## config.mk

```make
export PLATFORM = sky130hd
export DESIGN_NAME = uart_tx_ctrl_flat
export DESIGN_NICKNAME = d
export VERILOG_FILES = /design/src/rtl/uart_pkg.sv /design/src/rtl/uart_tx_ctrl_if.sv /design/src/rtl/baud_tick_gen.sv /design/src/rtl/uart_tx_ctrl.sv /design/src/flat_wrapper.sv
export SDC_FILE = /design/constraint.sdc
export NUM_CORES = 1
export LEC_CHECK = 0
export CAP_MARGIN = 20
export CORE_AREA = 2 2 70 56
export CTS_CLUSTER_DIAMETER = 150
export DETAILED_ROUTE_END_ITERATION = 8
export DIE_AREA = 0 0 72 58
export MAX_ROUTING_LAYER = met4
export PLACE_DENSITY = 0.82
export SETUP_SLACK_MARGIN = 0.02
export SKIP_CTS_REPAIR_TIMING = 1
export SYNTH_ARGS = -nofsm -noshare
export SYNTH_HDL_FRONTEND = slang
export SYNTH_SLANG_ARGS = --single-unit
```

## constraint.sdc

```tcl
create_clock -name clk_in -period 1.77 [get_ports clk_in]
set_input_delay 0.2655 -clock clk_in [delete_from_list [all_inputs] [get_ports clk_in]]
set_output_delay 0.2655 -clock clk_in [all_outputs]
set_load 0.05 [all_outputs]
```

## src/rtl/uart_pkg.sv

```systemverilog
// Shared types and constants for the UART transmit path.
package uart_pkg;

    localparam int unsigned UART_DATA_BITS       = 8;
    localparam int unsigned DEFAULT_CLKS_PER_BIT = 10418;
    localparam int unsigned BIT_TIMER_W          = 16;
    localparam int unsigned BIT_IDX_W            = $clog2(UART_DATA_BITS);

    typedef enum logic [1:0] {
        IDLE,
        START,
        DATA,
        STOP
    } tx_state_t;

endpackage

```

## src/rtl/uart_tx_ctrl_if.sv

```systemverilog
// Core-side byte handshake plus the serial line and status of the transmitter.
interface uart_tx_ctrl_if;
    import uart_pkg::*;

    logic                      tx_start;
    logic [UART_DATA_BITS-1:0] tx_data;
    logic                      tx_ready;
    logic                      tx_busy;
    logic                      tx_done;
    logic                      tx_serial;

    modport master (
        output tx_start,
        output tx_data,
        input  tx_ready,
        input  tx_busy,
        input  tx_done,
        input  tx_serial
    );

    modport slave (
        input  tx_start,
        input  tx_data,
        output tx_ready,
        output tx_busy,
        output tx_done,
        output tx_serial
    );

endinterface

```

## src/rtl/baud_tick_gen.sv

```systemverilog
// Bit-time counter: bit_end marks the last clk_in cycle of each serial bit.
module baud_tick_gen
    import uart_pkg::*;
#(
    parameter int unsigned CLKS_PER_BIT = DEFAULT_CLKS_PER_BIT
) (
    input  logic clk_in,
    input  logic rst_n,
    input  logic clr,
    input  logic en,
    output logic bit_end
);

    localparam logic [BIT_TIMER_W-1:0] LAST_CNT = BIT_TIMER_W'(CLKS_PER_BIT - 1);

    logic [BIT_TIMER_W-1:0] cnt_q, cnt_d;

    assign bit_end = en && (cnt_q == LAST_CNT);

    always_comb begin
        cnt_d = cnt_q;
        if (clr || bit_end) begin
            cnt_d = '0;
        end else if (en) begin
            cnt_d = cnt_q + 1'b1;
        end
    end

    always_ff @(posedge clk_in) begin
        if (!rst_n) begin
            cnt_q <= '0;
        end else begin
            cnt_q <= cnt_d;
        end
    end

endmodule

```

## src/rtl/uart_tx_ctrl.sv

```systemverilog
// 8N1 transmit sequencer with a one-byte holding register ahead of the shift register.
module uart_tx_ctrl
    import uart_pkg::*;
#(
    parameter int unsigned CLKS_PER_BIT = DEFAULT_CLKS_PER_BIT
) (
    input  logic           clk_in,
    input  logic           rst_n,
    uart_tx_ctrl_if.slave  bus
);

    localparam logic [BIT_IDX_W-1:0] LAST_IDX = BIT_IDX_W'(UART_DATA_BITS - 1);

    tx_state_t                 state_q, state_d;
    logic                      hold_full_q, hold_full_d;
    logic [UART_DATA_BITS-1:0] hold_q, hold_d;
    logic [UART_DATA_BITS-1:0] shift_q, shift_d;
    logic [BIT_IDX_W-1:0]      bit_idx_q, bit_idx_d;
    logic                      serial_q, serial_d;
    logic                      done_q, done_d;
    logic                      bit_end;
    logic                      timer_clr;
    logic                      timer_en;
    logic                      accept;
    logic                      load;

    // Timer restarts on every state change and idles at zero in IDLE.
    assign timer_clr = (state_d != state_q);
    assign timer_en  = (state_q != IDLE);

    baud_tick_gen #(
        .CLKS_PER_BIT (CLKS_PER_BIT)
    ) u_baud_tick_gen (
        .clk_in  (clk_in),
        .rst_n   (rst_n),
        .clr     (timer_clr),
        .en      (timer_en),
        .bit_end (bit_end)
    );

    always_ff @(posedge clk_in) begin
        if (!rst_n) begin
            state_q <= IDLE;
        end else begin
            state_q <= state_d;
        end
    end

    always_comb begin
        state_d = state_q;
        case (state_q)
            IDLE:    if (hold_full_q) state_d = START;
            START:   if (bit_end) state_d = DATA;
            DATA:    if (bit_end && (bit_idx_q == LAST_IDX)) state_d = STOP;
            STOP:    if (bit_end) state_d = hold_full_q ? START : IDLE;
            default: state_d = IDLE;
        endcase
    end

    always_comb begin
        accept      = bus.tx_start && !hold_full_q;
        // Holding byte moves to the shift register when a frame begins.
        load        = hold_full_q && ((state_q == IDLE) || ((state_q == STOP) && bit_end));
        hold_full_d = hold_full_q;
        hold_d      = hold_q;
        shift_d     = shift_q;
        bit_idx_d   = bit_idx_q;
        serial_d    = 1'b1;
        done_d      = 1'b0;

        if (accept) begin
            hold_full_d = 1'b1;
            hold_d      = bus.tx_data;
        end else if (load) begin
            hold_full_d = 1'b0;
        end

        if (load) begin
            shift_d = hold_q;
        end

        case (state_q)
            IDLE: begin
                bit_idx_d = '0;
            end
            START: begin
                serial_d = 1'b0;
            end
            DATA: begin
                serial_d = shift_q[0];
                if (bit_end) begin
                    shift_d   = {1'b0, shift_q[UART_DATA_BITS-1:1]};
                    bit_idx_d = bit_idx_q + 1'b1;
                end
            end
            STOP: begin
                serial_d = 1'b1;
                done_d   = bit_end;
            end
            default: begin
                serial_d = 1'b1;
            end
        endcase
    end

    always_ff @(posedge clk_in) begin
        if (!rst_n) begin
            hold_full_q <= 1'b0;
            hold_q      <= '0;
            shift_q     <= '0;
            bit_idx_q   <= '0;
            serial_q    <= 1'b1;
            done_q      <= 1'b0;
        end else begin
            hold_full_q <= hold_full_d;
            hold_q      <= hold_d;
            shift_q     <= shift_d;
            bit_idx_q   <= bit_idx_d;
            serial_q    <= serial_d;
            done_q      <= done_d;
        end
    end

    assign bus.tx_ready  = !hold_full_q;
    assign bus.tx_busy   = (state_q != IDLE) || hold_full_q;
    assign bus.tx_done   = done_q;
    assign bus.tx_serial = serial_q;

endmodule

```

## src/flat_wrapper.sv

```systemverilog
// flat-port wrapper written by rule: the top's interface ports become plain ports
module uart_tx_ctrl_flat import uart_pkg::*;
#(
    parameter int unsigned CLKS_PER_BIT = DEFAULT_CLKS_PER_BIT
)
  (clk_in, rst_n, bus_tx_start, bus_tx_data, bus_tx_ready, bus_tx_busy, bus_tx_done, bus_tx_serial);
  uart_tx_ctrl_if bus_i ();
  input  logic clk_in;
  input  logic rst_n;
  input wire logic [$bits(bus_i.tx_start)-1:0] bus_tx_start;
  input wire logic [$bits(bus_i.tx_data)-1:0] bus_tx_data;
  output wire logic [$bits(bus_i.tx_ready)-1:0] bus_tx_ready;
  output wire logic [$bits(bus_i.tx_busy)-1:0] bus_tx_busy;
  output wire logic [$bits(bus_i.tx_done)-1:0] bus_tx_done;
  output wire logic [$bits(bus_i.tx_serial)-1:0] bus_tx_serial;
  assign bus_i.tx_start = bus_tx_start;
  assign bus_i.tx_data = bus_tx_data;
  assign bus_tx_ready = bus_i.tx_ready;
  assign bus_tx_busy = bus_i.tx_busy;
  assign bus_tx_done = bus_i.tx_done;
  assign bus_tx_serial = bus_i.tx_serial;
  uart_tx_ctrl #(.CLKS_PER_BIT(CLKS_PER_BIT)) u_core (.clk_in(clk_in), .rst_n(rst_n), .bus(bus_i));
endmodule
```

==> flow_summary.yaml, run 1 <==
run_status:
  status: "complete, no violations"
synthesis:
  synth_nets: 223
  yosysWarnings: 0
  netlist.area_leader.share: 0.4175
  synthCells: 208
  synth_area_leaders: "dfxtp_1 (42%), a221oi_2 (5.5%), mux2i_1 (3.7%)"
  synth_top_area_cell: "dfxtp_1"
  ys_types: 41
  synth_area_um2: 1918
  synth_top_family_by_area: "simple AND/OR/NAND/NOR gates"
  synth_common_cells: "dfxtp_1 (40), nor2_1 (17), inv_1 (14)"
  synth.most_common_cell: "dfxtp_1"
  yosys-mux-area-fraction: 0.03653
  synth-xor-area-share: 0.05023
  ys_ff_latch: 40
  synth_edf_count: 0
  yosys.area_share.simple: 0.2172
  synthAdderAreaFrac: 0.02609
  synth_seq_area_share: 0.4175
  synth-compound-area-share: 0.2042
  syn_avg_cell_area_um2: 9.222
  synthFlopType: "dfxtp_1"
  async_flop_share: 0
global_routing:
  grt_use_total: 0.2221
  grt.overflow.total: 0
  grt_pass1_wl_um: 6913
  antenna_found_initial: 0
  grt_pass1_vias: 1463
  grt_max_degree: 17
drt:
  wirelength_um: 3995
  drt_iter0_drc: 164
  detail-route-antenna-nets: 0
  vias: 1586
  vias_per_cell: 5.726
  drt_first_pass_iters: 4
  drc: 0
  wire_per_inst_um: 14.42
timing:
  fin_skew_ns: 0.001122
  setup_viol: 0
  min_period_ns: 1.691
  rsz0062_at_grt: "yes"
  hold_viol: 0
  fmax_mhz: 591.5
  worstMarginPinSlew_ns: 0.5038
  slew_violations: 0
  slew_headroom: 0.6631
  final.setup.tns_ns: 0
  period_share: 0.9552
power:
  power.density_nw_per_um2: 797.1
  peakVddDrop_mv: 0.6129
  power_mw: 1.818
  p_leak_nw: 0.8173
critical_path:
  r2r_start: "u_core.u_baud_tick_gen.cnt_q[1]"
  critPathLaunch: "u_core.u_baud_tick_gen.cnt_q[1]"
  cp_data_arrival_time_ns: 1.89
  cp_max_fo: 7
  start_kind: "register"
  crit_path_end_kind: "register"
  worst-r2r-cell-count: 6
  criticalPathCategory: "reg -> reg"
  required_ns: 1.97
clock_network:
  htreeDepth: 2
  cts_made_buffers: 5
  clock-root-buffer: "clkbuf_8"
  cts_tree: "built"
  clock_path_buffers: 2
  clock_latency_ns: 0.29
  path_clk_slew_ns: 0.07
  cts_num_sinks: 40
floorplan:
  rows: 19
  dieArea_um2: 4176
  start_util: 0.5489
  chipWidth_um: 72
  coreArea_um2: 3495
  ios: 15
  die_h_um: 58
placed_design:
  port_buffers: 14
  hpwl_um: 2733
  gp_congestion: 0.8609
worst_hold_path:
  min_path_type: "reg -> reg"
  min_from: "u_core.shift_q[0]"
  hold_depth: 2
finish:
  fin_util: 0.6527
  diodes: 0
  syn_to_final_growth_pct: 18.92
  fin_nets: 249
  nFillCells: 287
  drive_gt1_frac: 0.1745
job:
  cap_violations: 0
[worst max-delay path, cell delays in order (launching register included)]
cell and delay (ns):
dfxtp_2 0.34, inv_1 0.07, ha_1 0.18, and3b_1 0.25
nand4_4 0.16, a21o_4 0.30, a221oi_2 0.29
[per-stage QoR]
stage	std cells	hold WS [ns]	setup WS (ns)	area, um2
floorplan	208	0.4259	0.1971	1918
global placement	269	0.4477	0.1421	2171
detailed placement	269	0.4480	0.1137	2171
CTS	277	0.4577	0.03643	2261
global route	277	0.4878	0.007246	2281
finish	277	0.4608	0.07934	2281
[logic make-up (layout without fill, tap and decap cells)]
kind of cell / count (synthesis) / after routing
muxes: 7 / 7
and+or+nand+nor: 72 / 72
buffers and inverters: 23 / 50
DFF: 40 / 40
AOI/OAI and AO/OA: 51 / 51
adders and majority gates: 4 / 4
xor gates and xnor gates: 11 / 11
[layout by cell type (no fill, tap or decap), drive strengths merged, types with 4 or more instances in the layout]
cell | netlist | layout
dfxtp | 40 | 40
nor2 | 17 | 17
buf | 3 | 16
inv | 14 | 14
nand2 | 13 | 13
o21ai | 12 | 12
clkdlybuf4s50 | 0 | 12
nor2b | 11 | 11
o22ai | 10 | 10
a21oi | 8 | 8
clkbuf | 6 | 8
a221oi | 7 | 7
mux2i | 7 | 7
xnor2 | 6 | 6
nand3 | 6 | 6
xor2 | 5 | 5
nand4 | 5 | 5
ha | 4 | 4
o211ai | 4 | 4
[power by group]
part	leakage (nW)	switching [mW]	internal, mW
Clock	0.0455	0.297	0.318
Combinational	0.446	0.128	0.109
Sequential	0.326	0.0274	0.939
Total	0.817	0.453	1.37
[final cells by class]
cell class | count | area, um2 | share of cell area
Multi-Input combinational cell | 145 | 1044 | 0.4575
Sequential cell | 40 | 802.0 | 0.3516
Timing Repair Buffer | 28 | 240.2 | 0.1053
Clock buffer | 8 | 90.09 | 0.03950
Inverter | 14 | 52.55 | 0.02304
Tap cell | 42 | 52.55 | 0.02304
[layer usage]
metal / up-vias / wire [um] / track usage
met1: 731 / 2004 / 0.3198
met4: 0 / 92 / 0.1051
li1: 807 / - / -
met5: - / 0 / -
met2: 39 / 1742 / 0.2989
met3: 9 / 156 / 0.04174
[flip-flops by register name, indices dropped and copies added (netlist names)]
signal	flops
u_core.hold_full_q	1
u_core.bus.tx_done	1
u_core.shift_q	8
u_core.u_baud_tick_gen.cnt_q	16
u_core.hold_q	8
u_core.state_q	2
u_core.bit_idx_q	3
u_core.bus.tx_serial	1
[worst paths after layout]
kind	end	slack (ns)
hold reg to reg	u_core.shift_q[0]	0.46
hold / removal	u_core.shift_q[0]	0.46
setup / recovery	u_core.shift_q[2]	0.08
setup reg to reg	u_core.shift_q[2]	0.08
No activity file was read; power rests on OpenSTA's default activity.
==> run 2, diff against run 1 <==
--- a/config.mk
+++ b/config.mk
@@ -6,10 +6,12 @@
 export NUM_CORES = 1
 export LEC_CHECK = 0
 export CAP_MARGIN = 20
-export CORE_AREA = 2 2 70 56
+export CELL_PAD_IN_SITES_DETAIL_PLACEMENT = 2
+export CELL_PAD_IN_SITES_GLOBAL_PLACEMENT = 2
+export CORE_AREA = 2 2 88 69
 export CTS_CLUSTER_DIAMETER = 150
 export DETAILED_ROUTE_END_ITERATION = 8
-export DIE_AREA = 0 0 72 58
+export DIE_AREA = 0 0 90 71
 export MAX_ROUTING_LAYER = met4
 export PLACE_DENSITY = 0.82
 export SETUP_SLACK_MARGIN = 0.02
==> flow_summary.yaml, run 2 (synthesis results as in run 1) <==
worst_hold_path:
  worstHoldEndpoint: "u_core.shift_q[3]"
  min_path_type: "reg -> reg"
  hold_depth: 2
  min_from: "u_core.shift_q[3]"
finish:
  nFillCells: 620
  drive_gt1_frac: 0.1915
  multi_input_area_um2: 1061
  final_area_um2: 2394
  reg_top3: "u_core.u_baud_tick_gen.cnt_q: 16 flops, u_core.hold_q: 8 flops, u_core.shift_q: 8 flops"
  regMostFlops: "u_core.u_baud_tick_gen.cnt_q"
  final_cells: 313
  largest_reg_flops: 16
  final_common_cell: "dfxtp_1"
  final-seq-area_um2: 805.8
  diodes: 0
  syn_to_final_growth_pct: 24.79
  mostFrequentLayoutCells: "dfxtp_1 (36), nor2_1 (17), inv_1 (14)"
  fin_nets: 249
critical_path:
  required_ns: 2.00
  crit_family: "simple AND/OR/NAND/NOR gates"
  critPathBufInv: 1
  start_kind: "register"
  crit_chain: "buf_4 -> and4_1 -> nand4_1 -> or4_1 -> a21oi_1"
  cp_slowest_cell: "or4_1"
  worst-r2r-cell-count: 5
  criticalPathCategory: "reg -> reg"
  cp_data_arrival_time_ns: 1.91
  r2r_slack_ns: 0.09
  r2r_end: "u_core.u_baud_tick_gen.cnt_q[15]"
  crit_path_end_kind: "register"
  slowest_delay_ns: 0.52
  cp_max_fo: 6
  r2r_start: "u_core.u_baud_tick_gen.cnt_q[7]"
drt:
  dr.max_layer_used: "met4"
  drt_iter0_drc: 54
  wl_met3_um: 142
  detail-route-antenna-nets: 0
  drc: 0
  vias: 1688
  dr_wl_met2_um: 2570
  vias_per_cell: 5.393
  wire_per_inst_um: 17.31
  drt_first_pass_iters: 4
  wirelength_um: 5419
  wl_met1_um: 2657
clock_network:
  cts_tree: "built"
  clock_path_buffers: 2
  clock_latency_ns: 0.29
  cts_made_buffers: 5
  clock-root-buffer: "clkbuf_8"
  cts_num_sinks: 40
  htreeDepth: 2
  path_clk_slew_ns: 0.08
timing:
  slew_violations: 0
  rsz0062_at_grt: "no"
  setup_viol: 0
  holdWs_ns: 0.4694
  hold_viol: 0
  period_share: 0.9466
  final.setup.tns_ns: 0
  min_period_ns: 1.675
  fin_skew_ns: 0.007458
  fmax_mhz: 596.8
  worstMarginPinSlew_ns: 0.4971
  slew_headroom: 0.6676
run_status:
  status: "complete, no violations"
placed_design:
  gp_congestion: 0.7700
  port_buffers: 14
  placed_cells: 305
  place_area_um2: 2241
  hpwl_um: 3781
floorplan:
  dieArea_um2: 6390
  chipWidth_um: 90
  die_h_um: 71
  coreArea_um2: 5585
  start_util: 0.3434
  rows: 24
  ios: 15
global_routing:
  grt.overflow.total: 0
  grt_max_degree: 26
  grt_use_total: 0.1837
  grt_pass1_vias: 1779
  antenna_found_initial: 0
  grt_pass1_wl_um: 9052
power:
  peakVddDrop_mv: 0.3546
  power.density_nw_per_um2: 820.7
  p_leak_nw: 0.8347
job:
  cap_violations: 0
## run 2: changes by cell type in the layout (fill, tap and decap cells not counted), moves of 2 or more
cell     before  now
nor4b_4       0    2
dfxtp_1      39   36
buf_4        16   13
nor4b_2       2    0
dfxtp_2       1    4
buf_12        0    2
## run 2: worst min-delay path, stage by stage, from the launching register on
cell      delay, ns
dfxtp_1        0.31
inv_1          0.06
a221oi_2       0.05
## run 2: stage by stage
| stage | util | setup slack [ns] | total power, mW |
|---|---|---|---|
| after floorplan | - | 0.1971 | 1.138 |
| after global placement | 0.4012 | 0.1142 | 1.229 |
| after detailed placement | 0.4012 | 0.04420 | 1.241 |
| after CTS | 0.4205 | 0.006491 | 1.987 |
| after global routing | 0.4285 | 0.02522 | 2.062 |
| final | 0.4285 | 0.09453 | 1.964 |
## run 2: layer usage
layer | track usage | vias up
met5 | - | -
met3 | 0.02982 | 6
met4 | 0.05470 | 0
li1 | - | 801
met1 | 0.2452 | 855
met2 | 0.2899 | 26
## run 2: worst max-delay path by stage
| stage | start | end | slack [ns] | cells after the start |
|---|---|---|---|---|
| finish | u_core.u_baud_tick_gen.cnt_q[7] | u_core.u_baud_tick_gen.cnt_q[15] | 0.09 | 5 |
| global route | u_core.u_baud_tick_gen.cnt_q[1] | u_core.shift_q[2] | 0.03 | 6 |
| CTS | u_core.u_baud_tick_gen.cnt_q[2] | u_core.shift_q[0] | 0.006 | 4 |
| detailed placement | u_core.u_baud_tick_gen.cnt_q[2] | u_core.shift_q[0] | 0.04 | 4 |
| global placement | u_core.u_baud_tick_gen.cnt_q[2] | u_core.shift_q[0] | 0.11 | 4 |
| floorplan | u_core.u_baud_tick_gen.cnt_q[0] | u_core.u_baud_tick_gen.cnt_q[10] | 0.20 | 6 |
## run 2: area by class of cell
type,instances,area share
sequential,40,0.3366
clock inverter,2,0.01464
inverter,14,0.02196
multi-input combinational,145,0.4433
clock buffer,6,0.03032
timing repair buffer,28,0.1124
tap,78,0.04077
## run 2: report_power, final
part           internal [mW]  switching [mW]
clock                  0.419           0.327
combinational          0.115           0.136
sequential             0.939          0.0296
==> run 3, diff against run 2 <==
--- a/config.mk
+++ b/config.mk
@@ -8,14 +8,15 @@
 export CAP_MARGIN = 20
 export CELL_PAD_IN_SITES_DETAIL_PLACEMENT = 2
 export CELL_PAD_IN_SITES_GLOBAL_PLACEMENT = 2
-export CORE_AREA = 2 2 88 69
+export CORE_AREA = 2 2 86 67
 export CTS_CLUSTER_DIAMETER = 150
 export DETAILED_ROUTE_END_ITERATION = 8
-export DIE_AREA = 0 0 90 71
+export DIE_AREA = 0 0 88 69
 export MAX_ROUTING_LAYER = met4
 export PLACE_DENSITY = 0.82
 export SETUP_SLACK_MARGIN = 0.02
 export SKIP_CTS_REPAIR_TIMING = 1
 export SYNTH_ARGS = -nofsm -noshare
 export SYNTH_HDL_FRONTEND = slang
+export SYNTH_HIERARCHICAL = 1
 export SYNTH_SLANG_ARGS = --single-unit
==> flow_summary.yaml, run 3 <==
run_status:
  status: "finished with violations"
  violations: "negative setup slack"
synthesis:
  synth_area_um2: 1838
  synth_area_leaders: "dfxtp_1 (44%), xor2_1 (5.2%), nand2_1 (4.9%)"
  ys_ff_latch: 40
  synth-compound-area-share: 0.1722
  synth_common_cells: "dfxtp_1 (40), nand2_1 (24), nor2_1 (16)"
  synth_seq_area_share: 0.4357
  synth_top_family_by_area: "simple AND/OR/NAND/NOR gates"
  synth_top_area_cell: "dfxtp_1"
  synthAdderAreaFrac: 0.02723
  yosysWarnings: 6
  async_flop_share: 0
  synthCells: 192
  synth_nets: 207
  synthFlopType: "dfxtp_1"
  yosys.area_share.simple: 0.2457
  netlist.area_leader.share: 0.4357
  synth.most_common_cell: "dfxtp_1"
  synth_edf_count: 0
  yosys-mux-area-fraction: 0
  ys_types: 44
  synth-xor-area-share: 0.07148
  syn_avg_cell_area_um2: 9.573
clock_network:
  path_clk_slew_ns: 0.09
  clock_path_buffers: 2
  cts_num_sinks: 40
  cts_tree: "built"
  htreeDepth: 2
  clock-root-buffer: "clkbuf_8"
  cts_made_buffers: 5
  clock_latency_ns: 0.30
worst_hold_path:
  hold_depth: 1
  min_path_type: "reg -> reg"
  min_from: "u_core/shift_q[5]"
  worstHoldEndpoint: "u_core/shift_q[5]"
critical_path:
  crit_path_end_kind: "register"
  r2r_start: "u_core/u_baud_tick_gen/cnt_q[2]"
  criticalPathCategory: "reg -> reg"
  cp_slowest_cell: "dfxtp_2"
  start_kind: "register"
  cp_data_arrival_time_ns: 2.16
  required_ns: 1.97
  crit_chain: "nor4b_4 -> buf_4 -> and4_4 -> and3_4 -> o21ai_4 -> o221a_1 -> o21a_1"
  worst-r2r-cell-count: 7
  r2r_end: "u_core/shift_q[2]"
  slowest_delay_ns: 0.35
  r2r_slack_ns: -0.20
  critPathLaunch: "u_core/u_baud_tick_gen/cnt_q[2]"
  cp_max_fo: 8
power:
  seqPwrFrac: 0.448
  clkPwrFrac: 0.401
  swShare: 0.2586
  power.internal_mw: 1.583
  power_mw: 2.136
  p_leak_nw: 1.117
  power.density_nw_per_um2: 777.3
  peakVddDrop_mv: 0.6395
  combPwrFrac: 0.151
  p_switching_mw: 0.5523
timing:
  fmax_mhz: 508.3
  slew_violations: 0
  final.setup.tns_ns: -2.940
  worstMarginPinSlew_ns: 0.5185
  hold_viol: 0
  rsz0062_at_grt: "yes"
  setup_ws_ns: -0.1972
  fin_skew_ns: 0.006067
  min_period_ns: 1.967
  period_share: 1.111
  setup_viol: 29
  slew_headroom: 0.6533
floorplan:
  chipWidth_um: 88
  dieArea_um2: 6072
  rows: 23
  ios: 15
  start_util: 0.3529
  coreArea_um2: 5209
  die_h_um: 69
global_routing:
  grt_pass1_wl_um: 9591
  grt_use_total: 0.2161
  grt-busiest-layer: "met2"
  grt_max_degree: 26
  grt_pass1_vias: 1761
  met1_usage: 0.2604
  antenna_found_initial: 0
  use_met2: 0.3611
  grtUsageMet3: 0.04311
  grt.overflow.total: 0
finish:
  drive_gt1_frac: 0.3943
  fin_nets: 260
  mostFrequentLayoutCells: "dfxtp_1 (34), buf_4 (33), nand2_1 (23)"
  reg_top3: "u_core/u_baud_tick_gen/cnt_q: 16 flops, u_core/hold_q: 8 flops, u_core/shift_q: 8 flops"
  regMostFlops: "u_core/u_baud_tick_gen/cnt_q"
  largest_reg_flops: 16
  fin_util: 0.5275
  final_common_cell: "dfxtp_1"
  diodes: 0
  syn_to_final_growth_pct: 49.49
drt:
  vias: 1696
  drc: 0
  vias_per_cell: 5.283
  wire_per_inst_um: 23.50
  wirelength_um: 7545
  drt_first_pass_iters: 4
  drt_iter0_drc: 56
  detail-route-antenna-nets: 0
placed_design:
  gp_congestion: 0.7658
  port_buffers: 14
  hpwl_um: 3888
job:
  cap_violations: 0
-- run 3: changes by cell type after synthesis, moves of 8 or more --
cell     change
inv_1       -10
nand2_1     +11
o22ai_1      -8
o21ai_0      -9
-- run 3: kinds of logic (layout without fill, tap and decap cells) --
| logic type | Yosys count | after routing |
|---|---|---|
| xor gates and xnor gates | 15 | 15 |
| adders and majority gates | 4 | 4 |
| AOI/OAI and AO/OA | 40 | 40 |
| and+or+nand+nor | 79 | 80 |
| DFF | 40 | 40 |
| buffers and inverters | 14 | 67 |
-- run 3: stage by stage --
stage / hold WS [ns] / std cells / instance area, um2 / worst slack (ns)
2_1_floorplan: 0.4103 / 192 / 1843 / -0.1807
3_3_place_gp: 0.4497 / 305 / 2305 / -0.07608
3_5_place_dp: 0.4644 / 305 / 2305 / -0.1458
4_1_cts: 0.4870 / 313 / 2431 / -0.2611
5_1_grt: 0.5253 / 321 / 2748 / -0.2320
6_report: 0.4961 / 321 / 2748 / -0.1972
-- run 3: worst max path at each step --
stage	end	slack, ns
after global placement	u_core/u_baud_tick_gen/cnt_q[1]	-0.08
after floorplan	u_core/u_baud_tick_gen/cnt_q[8]	-0.18
after detailed placement	u_core/u_baud_tick_gen/cnt_q[1]	-0.15
after CTS	u_core/shift_q[6]	-0.26
after global routing	u_core/shift_q[2]	-0.23
final	u_core/shift_q[2]	-0.20
-- run 3: layout make-up --
type,instances,area (um2)
clock buffer,7,96.34
inverter,4,17.52
sequential,40,808.3
tap,75,93.84
clock inverter,1,30.03
fill,506,2461
timing repair buffer,55,538.0
multi-input combinational,139,1164
-- run 3: worst max-delay path, delay by kind of cell (launching register included) --
kind / cells / cell delay, ns
flops: 1 / 0.35
compound gates: 3 / 0.50
buf+inv: 1 / 0.17
simple gates: 3 / 0.84
-- run 3: routing by layer --
metal	share of wire	up-vias
met3	0.022	11
met5	0	-
li1	-	782
met2	0.52	25
met4	0.017	0
met1	0.44	878
-- run 3: power by group through the flow --
| stage | Sequential, mW | Clock (mW) | Combinational (mW) |
|---|---|---|---|
| 2_1_floorplan | 0.971 | 0 | 0.128 |
| 5_1_grt | 0.961 | 0.910 | 0.339 |
| 6_report | 0.958 | 0.857 | 0.322 |
| 4_1_cts | 0.954 | 0.861 | 0.242 |
| 3_3_place_gp | 0.972 | 0 | 0.219 |
| 3_5_place_dp | 0.974 | 0 | 0.231 |
==> variant 1, RTL diff (config.mk and constraints of run 1) <==
Re-encode `tx_state_t` (4 states) as one-hot, 4 bits wide.
--- a/src/rtl/uart_pkg.sv
+++ b/src/rtl/uart_pkg.sv
@@ -8,7 +8,7 @@
 
-    typedef enum logic [1:0] {
-        IDLE,
-        START,
-        DATA,
-        STOP
+    typedef enum logic [3:0] {
+        IDLE  = 4'b0001,
+        START = 4'b0010,
+        DATA  = 4'b0100,
+        STOP  = 4'b1000
     } tx_state_t;
Formal check against the unedited RTL: same outputs for any inputs over 10 cycles, from zero or initial values and one cycle with rst_n low; not proved beyond that.
==> variant 1 against run 1 <==
The flow now finishes with violations (setup timing); cell count grew 33%; largest cell class unchanged; critical endpoint is now u_core.u_baud_tick_gen.cnt_q[13]$_SDFFE_PP0N_; highest routed layer unchanged; utilization grew 21 points; power grew 18%; setup slack lost 440 ps; area after synthesis grew 20%; routed wire length grew 69%; cell area grew 33%; sequential cell count grew 2.
==> variant 1: results (changes against run 1) <==
Run status
Result of the run: complete, but fails checks (was finished clean). The checks that failed: setup timing.

Power and ir drop
The power density over the cells came to 708 mW/mm2 (was 797 mW/mm2). The worst ir drop on vdd is 0.000645 V (was 0.000613 V). The power attributed to the clock group is 0.785 mW (was 0.615 mW).

The sequential cell power is 0.986 mW (was 0.966 mW).

Drt
The iteration count of the initial detailed-routing pass is 6 (was 4). The number of design-rule violations left by the first detailed-router iteration is 290 (was 164). The wire length after detailed routing is 6760 um (was 4000 um). The total via count after detailed routing was 2402 (was 1586).

Yosys
The number of distinct standard cells referenced by the synthesized netlist is 46 (was 41). The mapped cell area was 0.00230 mm2 (was 0.00192 mm2). The net count of the mapped netlist came to 292 (was 223).

Synth area leaders: sky130_fd_sc_hd__dfxtp_1, sky130_fd_sc_hd__a21oi_1, sky130_fd_sc_hd__nor3_1 (was sky130_fd_sc_hd__dfxtp_1, sky130_fd_sc_hd__a221oi_2, sky130_fd_sc_hd__mux2i_1).

Critical path
The largest driver fanout on the critical path is 16 (was 7). The worst stage delay on the critical path came to 560 ps (was 340 ps). The critical register-to-register path startpoint is u_core.u_baud_tick_gen.cnt_q[15]$_SDFFE_PP0N_ (was u_core.u_baud_tick_gen.cnt_q[1]$_SDFFE_PP0P_).

The cell type of the slowest stage on the worst timing path is sky130_fd_sc_hd__or4_4 (was sky130_fd_sc_hd__dfxtp_2). The critical register-to-register path endpoint is u_core.u_baud_tick_gen.cnt_q[13]$_SDFFE_PP0N_ (was u_core.shift_q[2]$_SDFF_PN0_). The dominant delay contributor by cell family on the critical path is simple AND/OR/NAND/NOR gates (was compound AO/OA/AOI/OAI gates). The worst path arrival time came to 2310 ps (was 1890 ps).

Global route
The maximum number of pins on one net before global-route repair is 20 (was 17). The via count of the first global-routing pass is 2112 (was 1463). The global-route usage over all layers is 31.8% (was 22.2%).

Worst hold path
The endpoint of the worst hold path was u_core.u_baud_tick_gen.cnt_q[15]$_SDFFE_PP0N_ (was u_core.shift_q[0]$_SDFF_PN0_). The origin of the worst min-delay path is u_core.u_baud_tick_gen.cnt_q[15]$_SDFFE_PP0N_ (was u_core.shift_q[0]$_SDFF_PN0_).

Timing
The maximum clock skew at final layout is 6.38 ps (was 1.12 ps). The relative max-transition margin was 64.0% (was 66.3%). The setup-violating endpoint count in the final report was 33 (was 0). The post-layout worst setup margin is -361 ps (was 79.3 ps).

Placement
The total half-perimeter wirelength after legalization and detailed placement is 4160 um (was 2730 um). The post-placement setup slack is -366 ps (was 114 ps).

Layout
The fill cell total of the finished layout is 182 (was 287). The fraction of final layout cells with drive strength greater than 1 is 24.2% (was 17.4%).
==> variant 1: cell types whose count changed in the layout (fill, tap and decap cells not counted), sizes merged, moves of 6 or more <==
cell           run 1  this run
a211oi             1         7
a21oi              8        18
buf               16        50
nor3               2        17
a221oi             7         0
a22oi              0         9
o22ai             10         0
a31oi              0         8
==> variant 1: metal layers <==
metal  global-route usage (%)  vias to the layer above  part of all wire, %
met5                        -                        -                    0
met4                     8.09                        0                  2.6
met3                     5.39                       27                  8.8
met2                     48.3                      155                   46
met1                     44.5                     1106                   43
li1                         -                     1114                    -
==> variant 1: cell families after synthesis <==
| logic type | after synthesis | synth area share, % |
|---|---|---|
| simple gates | 112 | 27.2 |
| compound gates | 69 | 20.8 |
| flops | 42 | 36.6 |
| buf+inv | 32 | 5.89 |
| xor+xnor | 10 | 3.81 |
| mux | 8 | 3.49 |
| fa+ha+maj | 4 | 2.18 |
==> variant 1: stage by stage <==
stage / instance area, um2 / TNS [ps] / instances / hold WS (ps)
floorplan: 2320 / -7670 / 277 / 404
global placement: 2750 / -8680 / 354 / 480
detailed placement: 2750 / -9380 / 354 / 486
CTS: 2870 / -9990 / 361 / 499
global route: 3030 / -11340 / 369 / 547
finish: 3030 / -9650 / 369 / 496
==> variant 1: layout make-up <==
| class | instances | area [um2] | area share (%) |
|---|---|---|---|
| Timing Repair Buffer | 62 | 564 | 18.6 |
| Multi-Input combinational cell | 203 | 1400 | 46.1 |
| Clock buffer | 6 | 82.6 | 2.73 |
| Inverter | 13 | 52.6 | 1.74 |
| Tap cell | 42 | 52.6 | 1.74 |
| Clock inverter | 1 | 30.0 | 0.992 |
| Sequential cell | 42 | 850 | 28.1 |
==> variant 2, RTL diff (flow settings as in run 1) <==
Made on the original files. Change the package constant `BIT_TIMER_W` from 16 to 20.
--- a/src/rtl/uart_pkg.sv
+++ b/src/rtl/uart_pkg.sv
@@ -5,3 +5,3 @@
     localparam int unsigned DEFAULT_CLKS_PER_BIT = 10418;
-    localparam int unsigned BIT_TIMER_W          = 16;
+    localparam int unsigned BIT_TIMER_W          = 20;
     localparam int unsigned BIT_IDX_W            = $clog2(UART_DATA_BITS);
Check against the original RTL: no difference found for any inputs over 10 cycles, from zero or initial values and one cycle with rst_n low; that may be too few to reach the edited logic, so the function may still have changed.
==> variant 2 against run 1 <==
The run now ends with setup timing left; sequential cell count up 4; largest power group unchanged; cell area grew 17%; routed wire length increased by 45%; sequential power rose by 9%; setup slack lost 180 ps; power is 5.1% higher; area after synthesis grew 2.9%; combinational power is 16% higher; synthesized cell count grew 16%; critical path type unchanged.
==> variant 2: results (changes against run 1) <==
Run status
Result of the run: complete, but fails checks (was finished clean). The final reports fail on setup timing.

Power and ir drop
The worst ir drop on vdd is 0.000597 V (was 0.000613 V). The leakage power figure is 1.06 nW (was 0.817 nW).

Placement
The post-detailed-placement cell area is 0.00235 mm2 (was 0.00217 mm2). The post-placement setup slack came to -95.0 ps (was 114 ps). The final estimated routing congestion in global placement is 0.903 (was 0.861).

Timing
The maximum clock skew at final layout is 7.20 ps (was 1.12 ps). The setup-violating endpoint count in the final report is 24 (was 0). The post-layout worst setup margin was -101 ps (was 79.3 ps). The setup TNS is -1630 ps (was 0 ps).

Yosys
Synth area leaders: sky130_fd_sc_hd__dfxtp_1, sky130_fd_sc_hd__nand2_1, sky130_fd_sc_hd__nor2_1 (was sky130_fd_sc_hd__dfxtp_1, sky130_fd_sc_hd__a221oi_2, sky130_fd_sc_hd__mux2i_1). List of most frequent post-synthesis cells: sky130_fd_sc_hd__dfxtp_1, sky130_fd_sc_hd__nand2_1, sky130_fd_sc_hd__nor2_1 (was sky130_fd_sc_hd__dfxtp_1, sky130_fd_sc_hd__nor2_1, sky130_fd_sc_hd__inv_1). The mean cell area of the mapped netlist is 8.19 um2 (was 9.22 um2).

Drt
The number of design-rule violations left by the first detailed-router iteration is 195 (was 164). The routed length per instance is 17.8 um (was 14.4 um). The total via count after detailed routing is 1992 (was 1586). The iteration count of the initial detailed-routing pass came to 5 (was 4).

Critical path
The largest driver fanout on the critical path is 10 (was 7). The critical register-to-register path endpoint is u_core.u_baud_tick_gen.cnt_q[16]$_SDFFE_PP0P_ (was u_core.shift_q[2]$_SDFF_PN0_). The depth of the worst register-to-register path is 9 (was 6).

Layout
The number of clock buffers in the layout was 6 (was 8). The clock-cell share of area was 2.91% (was 3.95%). The area taken by flip-flops and latches was 890 um2 (was 802 um2).

The number of logic inverters in the finished layout is 4 (was 14). The non-clock buffering overhead in the final layout was 17.2% (was 10.5%). Regs by FF count: u_core.u_baud_tick_gen.cnt_q x20, u_core.hold_q x8, u_core.shift_q x8 (was u_core.u_baud_tick_gen.cnt_q x16, u_core.hold_q x8, u_core.shift_q x8). The number of multi-input combinational cells in the layout was 182 (was 145). The buffer count excluding the clock tree in the final layout came to 48 (was 28). The fill cell total of the finished layout came to 225 (was 287).

Global route
The via count of the first global-routing pass came to 1781 (was 1463). The maximum number of pins on one net before global-route repair is 21 (was 17). The first-pass GRT wire length is 8030 um (was 6910 um).
-- variant 2: cell types whose count changed in the layout (fill, tap and decap cells not counted), sizes merged, moves of 9 or more --
cell          run 1  this run
nor2b            11         2
inv              14         4
o22ai            10         0
nand2            13        40
buf              16        34
nor2             17        34
-- variant 2: layer usage --
| layer | global-route usage, % | share of wire [%] |
|---|---|---|
| met4 | 7.82 | 4.3 |
| met3 | 6.09 | 7.7 |
| met2 | 38.1 | 46 |
| met5 | - | 0 |
| met1 | 33.8 | 42 |
-- variant 2: worst max-delay path, delay by kind of cell, from the launching register on --
kind	cells	cell delay (ps)
DFF	1	310
adders and majority gates	1	190
and+or+nand+nor	3	430
buffers and inverters	4	540
AOI/OAI and AO/OA	1	290
-- variant 2: cells by family after synthesis --
logic type                 Yosys count  synth area share [%]
DFF                                 44                  44.6
adders and majority gates            4                  2.53
and+or+nand+nor                    122                  28.9
buffers and inverters               16                  3.30
xor gates and xnor gates            17                  7.54
AOI/OAI and AO/OA                   38                  13.1
